### config.mk
export PLATFORM = sky130hd
export DESIGN_NAME = video_in_store
export DESIGN_NICKNAME = d
export VERILOG_FILES = /design/src/rtl/video_in_store.sv
export SDC_FILE = /design/constraint.sdc
export NUM_CORES = 1
export LEC_CHECK = 0
export CAP_MARGIN = 20
export CORE_MARGIN = 4
export CORE_UTILIZATION = 36
export CTS_CLUSTER_DIAMETER = 60
export DETAILED_ROUTE_END_ITERATION = 7
export PLACE_DENSITY = 0.92
export SETUP_SLACK_MARGIN = 0.1
export SLEW_MARGIN = 30
export SYNTH_ARGS = -nofsm -noshare
export SYNTH_HDL_FRONTEND = slang
export SYNTH_SLANG_ARGS = --single-unit
### constraint.sdc
create_clock -name clk -period 4.6 [get_ports clk]
set_input_delay 0.92 -clock clk [delete_from_list [all_inputs] [get_ports clk]]
set_output_delay 0.92 -clock clk [all_outputs]
set_load 0.05 [all_outputs]
### src/rtl/video_in_store.sv
// Drains packed pixel words from an FWFT FIFO into the frame buffer as Wishbone incrementing bursts.
// Optional double buffering: define VIDEO_IN_STORE_DOUBLE_BUF_EN to alternate buf_base0/buf_base1 per frame.
module video_in_store #(
    parameter int P_WIDTH   = 640,
    parameter int P_HEIGHT  = 480,
    parameter int P_BURST   = 8,
    parameter int P_LEVEL_W = 6
) (
    input  logic                 clk,
    input  logic                 nRST,
    input  logic                 enable,
    input  logic [31:0]          buf_base0,
    input  logic [31:0]          buf_base1,
    input  logic [31:0]          fifo_data,
    input  logic [P_LEVEL_W-1:0] fifo_level,
    output logic                 fifo_rd,
    output logic [31:0]          wb_adr_o,
    output logic [31:0]          wb_dat_o,
    output logic [3:0]           wb_sel_o,
    output logic                 wb_we_o,
    output logic                 wb_cyc_o,
    output logic                 wb_stb_o,
    output logic [2:0]           wb_cti_o,
    output logic [1:0]           wb_bte_o,
    input  logic                 wb_ack_i,
    input  logic                 wb_err_i,
    output logic                 frame_done,
    output logic                 cur_buf,
    output logic                 err
);

    localparam int N      = P_WIDTH * P_HEIGHT / 4;
    localparam int CNT_W  = $clog2(N + 1);
    localparam int BEAT_W = (P_BURST > 1) ? $clog2(P_BURST) : 1;

    localparam logic [CNT_W-1:0]     LAST_WORD = CNT_W'(N - 1);
    localparam logic [BEAT_W-1:0]    LAST_BEAT = BEAT_W'(P_BURST - 1);
    localparam logic [P_LEVEL_W-1:0] BURST_LVL = P_LEVEL_W'(P_BURST);

    typedef enum logic [1:0] {
        IDLE,
        BURST,
        FEND,
        ERR
    } state_t;

    state_t             state;
    state_t             state_nx;
    logic [CNT_W-1:0]   word_cnt;
    logic [BEAT_W-1:0]  beat_cnt;
    logic               beat_ack;
    logic               last_beat;
    logic [31:0]        base;
    logic [31:0]        word_off;

    // Error outranks ack: an errored beat is never popped or counted.
    assign beat_ack  = (state == BURST) && wb_ack_i && !wb_err_i;
    assign last_beat = (beat_cnt == LAST_BEAT);
    assign word_off  = 32'(word_cnt) << 2;

    always_ff @(posedge clk or negedge nRST) begin
        if (!nRST) begin
            state <= IDLE;
        end else begin
            state <= state_nx;
        end
    end

    always_comb begin
        state_nx = state;
        case (state)
            IDLE: begin
                if ((word_cnt != '0 || enable) && fifo_level >= BURST_LVL) begin
                    state_nx = BURST;
                end
            end
            BURST: begin
                if (wb_err_i) begin
                    state_nx = ERR;
                end else if (wb_ack_i && last_beat) begin
                    state_nx = (word_cnt == LAST_WORD) ? FEND : IDLE;
                end
            end
            FEND:    state_nx = IDLE;
            ERR:     state_nx = ERR;
            default: state_nx = IDLE;
        endcase
    end

    always_ff @(posedge clk or negedge nRST) begin
        if (!nRST) begin
            word_cnt <= '0;
            beat_cnt <= '0;
            err      <= 1'b0;
        end else begin
            if (beat_ack) begin
                word_cnt <= word_cnt + 1'b1;
                beat_cnt <= last_beat ? '0 : beat_cnt + 1'b1;
            end else if (state == FEND) begin
                word_cnt <= '0;
            end
            if (state == BURST && wb_err_i) begin
                err <= 1'b1;
            end
        end
    end

`ifdef VIDEO_IN_STORE_DOUBLE_BUF_EN
    always_ff @(posedge clk or negedge nRST) begin
        if (!nRST) begin
            cur_buf <= 1'b0;
        end else if (state == FEND) begin
            cur_buf <= ~cur_buf;
        end
    end

    assign base = cur_buf ? buf_base1 : buf_base0;
`else
    logic unused_buf_base1;

    assign unused_buf_base1 = ^buf_base1;
    assign cur_buf          = 1'b0;
    assign base             = buf_base0;
`endif

    always_comb begin
        fifo_rd    = 1'b0;
        wb_adr_o   = '0;
        wb_dat_o   = '0;
        wb_sel_o   = '0;
        wb_we_o    = 1'b0;
        wb_cyc_o   = 1'b0;
        wb_stb_o   = 1'b0;
        wb_cti_o   = '0;
        wb_bte_o   = '0;
        frame_done = 1'b0;
        case (state)
            BURST: begin
                fifo_rd  = beat_ack;
                wb_adr_o = base + word_off;
                wb_dat_o = fifo_data;
                wb_sel_o = '1;
                wb_we_o  = 1'b1;
                wb_cyc_o = 1'b1;
                wb_stb_o = 1'b1;
                wb_cti_o = last_beat ? 3'b111 : 3'b010;
                wb_bte_o = 2'b00;
            end
            FEND:    frame_done = 1'b1;
            default: ;
        endcase
    end

endmodule

==> reports/results.ini <==
[floorplan]
die-area_um2=8880
num_rows=31
die_y_um=94.3
core_um2=7250
start_util_pct=36.9
dieWidth_um=94.3
boundaryPins=187

[cts]
clockBufferDepth=2
cts_root_buf=clkbuf_8
cts_htree_levels=1
clock-sinks=23
clk_latency_ns=0.26
cts_tree=done
cts_buffers=3
postCtsHoldBufs=0
cts.clk_slew.worst_paths_ns=0.09

[route]
wl_mm=9.21
ant_nets=0
routed_via_density=5.37
drtIter0Drc=140
vias=3257
wl_per_cell_um=15.2
dr.pass1.iters=5
drc=0

[sta]
fin_skew_ns=0.00896
hold_viol_final=0
drv_slew=0
fmax_mhz=224
finalCritPeriodShare_pct=96.9
rsz0062_at_grt=yes
setup_violations=0
setup_ws_ns=0.142
slew_headroom_pct=60.0
fin_tns_setup_ns=0
max_slew.worst_pin.slew_ns=0.600
post-route-min-period_ns=4.46

[power_and_ir_drop]
switching_share_pct=50.1
combPwrFrac_pct=71.1
clkPwrFrac_pct=9.3
p_seq_share_pct=19.6
ir_drop_mv=0.180
switching_power_uw=671
internal-power_uw=667
p_leak_uw=0.00195
powerDensity_nw_per_um2=291

[logic_synthesis]
synthFlopType=dfrtp_1
synth-seq-cells=23
syn_avg_cell_area_um2=7.34
synth-edff-count=0
yosys_warnings=0
syn_inst=365
synth.distinct_cells=47
yosysSeqAreaShare_pct=21.5
async_flop_share_pct=100
synth_area_um2=2680

[setup_path]
timing.rr.end=word_cnt[15]$_DFFE_PN0P_
critPathRequiredTime_ns=3.68
rrSetupSlack_ns=1.75
critical_path.cell_chain=clkdlybuf4s50_1, ha_1, a21oi_1, and3_1, a211o_1, a311o_2, a211oi_4, xnor2_1, nor2_1, buf_12
critPathLaunch=buf_base0[7]
regToRegStartpoint=state[1]$_DFFE_PN0P_
crit_end=wb_adr_o[28]
cp-end-kind=primary output
worst_r2r_path_depth=10
cp_max_fo=6
crit_arrival_ns=3.54
max_stage_delay_ns=0.44
startpoint_type=input port
critPathKind=in2out
slowest_stage=clkdlybuf4s50_1

[cells_and_area]
n_antenna_cell=0
final_layout_size_suffix_gt1_share_pct=13.6
mostFrequentLayoutCell=clkdlybuf4s50_1
syn_to_final_growth_pct=71.6
final_cell_mix=clkdlybuf4s50_1, nand2_1, and2_1
fin_nets=638
instances_no_fill=607

[grt]
grt_pass1_wl_mm=14.2
grt.overflow.total=0
antenna_found_initial=0
grt_pass1_vias=3180
grt_util_all_layers_pct=19.6
grt_max_degree=47

[run_status]
status=finished, final reports clean

[placed_design]
pre_cts_slack_ns=-0.189
dp_hpwl_mm=7.40
io_buffers=148
dp.cells=598
place_congestion=0.929

[min_path]
hold_path.class=reg2reg

[flow_run]
max_cap_violations=0

## metrics by stage
step           power, µW  util [%]  area [µm²]  hold WS (ns)
3_5_place_dp        1200      60.7        4400         0.451
3_3_place_gp        1190      60.8        4410         0.445
6_report            1340      63.4        4600         0.477
5_1_grt             1410      63.4        4600         0.488
4_1_cts             1340      62.3        4520         0.474
2_1_floorplan        851         -        2690         0.450
## worst max-delay path, delay by kind of cell
family / cells / cell delay (ns)
xor gates and xnor gates: 1 / 0.11
AOI/OAI and AO/OA: 4 / 1.13
adders and majority gates: 1 / 0.38
and+or+nand+nor: 2 / 0.40
buffers and inverters: 2 / 0.61
## area by class of cell
| class | count | area, µm² |
|---|---|---|
| Multi-Input combinational cell | 312 | 2050 |
| Fill cell | 588 | 2660 |
| Timing Repair Buffer | 160 | 1770 |
| Inverter | 9 | 33.8 |
| Tap cell | 99 | 124 |
| Clock buffer | 4 | 45.0 |
| Sequential cell | 23 | 576 |
## power by group through the flow
| stage | combinational, µW | sequential, µW | clock (µW) |
|---|---|---|---|
| finish | 952 | 262 | 124 |
| global route | 1010 | 268 | 134 |
| CTS | 955 | 262 | 126 |
| detailed placement | 939 | 266 | 0 |
| global placement | 925 | 264 | 0 |
| floorplan | 592 | 259 | 0 |
## registers in the layout, summed over array words and instances, names as in the netlist
| name | flops |
|---|---|
| word_cnt | 17 |
| beat_cnt | 3 |
| state | 2 |
| err | 1 |
## kinds of logic after synthesis
| group | count (synthesis) | share of synthesized area [%] |
|---|---|---|
| compound gates | 88 | 20.7 |
| xor+xnor | 21 | 6.87 |
| fa+ha+maj | 22 | 10.6 |
| simple gates | 174 | 32.5 |
| other cells | 1 | 0.140 |
| buf+inv | 32 | 6.21 |
| flops | 23 | 21.5 |
| mux | 4 | 1.49 |
## metal layers
layer | vias up | part of all wire, % | global-route usage (%) | wire length (µm)
met2 | 170 | 52 | 38.3 | 4760
met5 | - | 0 | 0 | 0
met4 | 0 | 1.4 | 5.29 | 128
met3 | 14 | 8.6 | 3.69 | 794
met1 | 1514 | 38 | 21.1 | 3530
li1 | 1559 | - | - | -
## synthesized netlist by cell type (5+ instances only)
library cell  number  share of area, %
nand2_1           48               6.7
and2_1            38               8.9
nor2_1            30               4.2
dfrtp_1           23                21
a21oi_1           22               4.1
o21ai_0           22               4.1
ha_1              21               9.8
nand3_1           14               2.6
xnor2_1           14               4.6
a21o_1            11               3.1
buf_4             11               3.1
and3_1            10               2.3
nor3_1            10               1.9
clkbuf_1           8               1.1
inv_1              8               1.1
xor2_1             7               2.3
o31ai_1            6               1.7
nand4_1            5               1.2
or3_1              5               1.2
## worst min-delay path by stage
stage	end	from	slack [ns]	depth (start not counted)
3_3_place_gp	err$_DFFE_PN0P_	err$_DFFE_PN0P_	0.44	1
6_report	err$_DFFE_PN0P_	err$_DFFE_PN0P_	0.48	1
3_5_place_dp	err$_DFFE_PN0P_	err$_DFFE_PN0P_	0.45	1
2_1_floorplan	beat_cnt[1]$_DFFE_PN0P_	beat_cnt[1]$_DFFE_PN0P_	0.45	2
4_1_cts	err$_DFFE_PN0P_	err$_DFFE_PN0P_	0.47	1
5_1_grt	err$_DFFE_PN0P_	err$_DFFE_PN0P_	0.49	1
## what timing repair did
action | in CTS | in global routing
endpoints found under the setup margin | 11 | 11
resized for setup | 16 | 14
cloned | 0 | 1
pin swaps | 7 | 6
setup buffers | 2 | 2
Power figures use the tool's default switching activity.
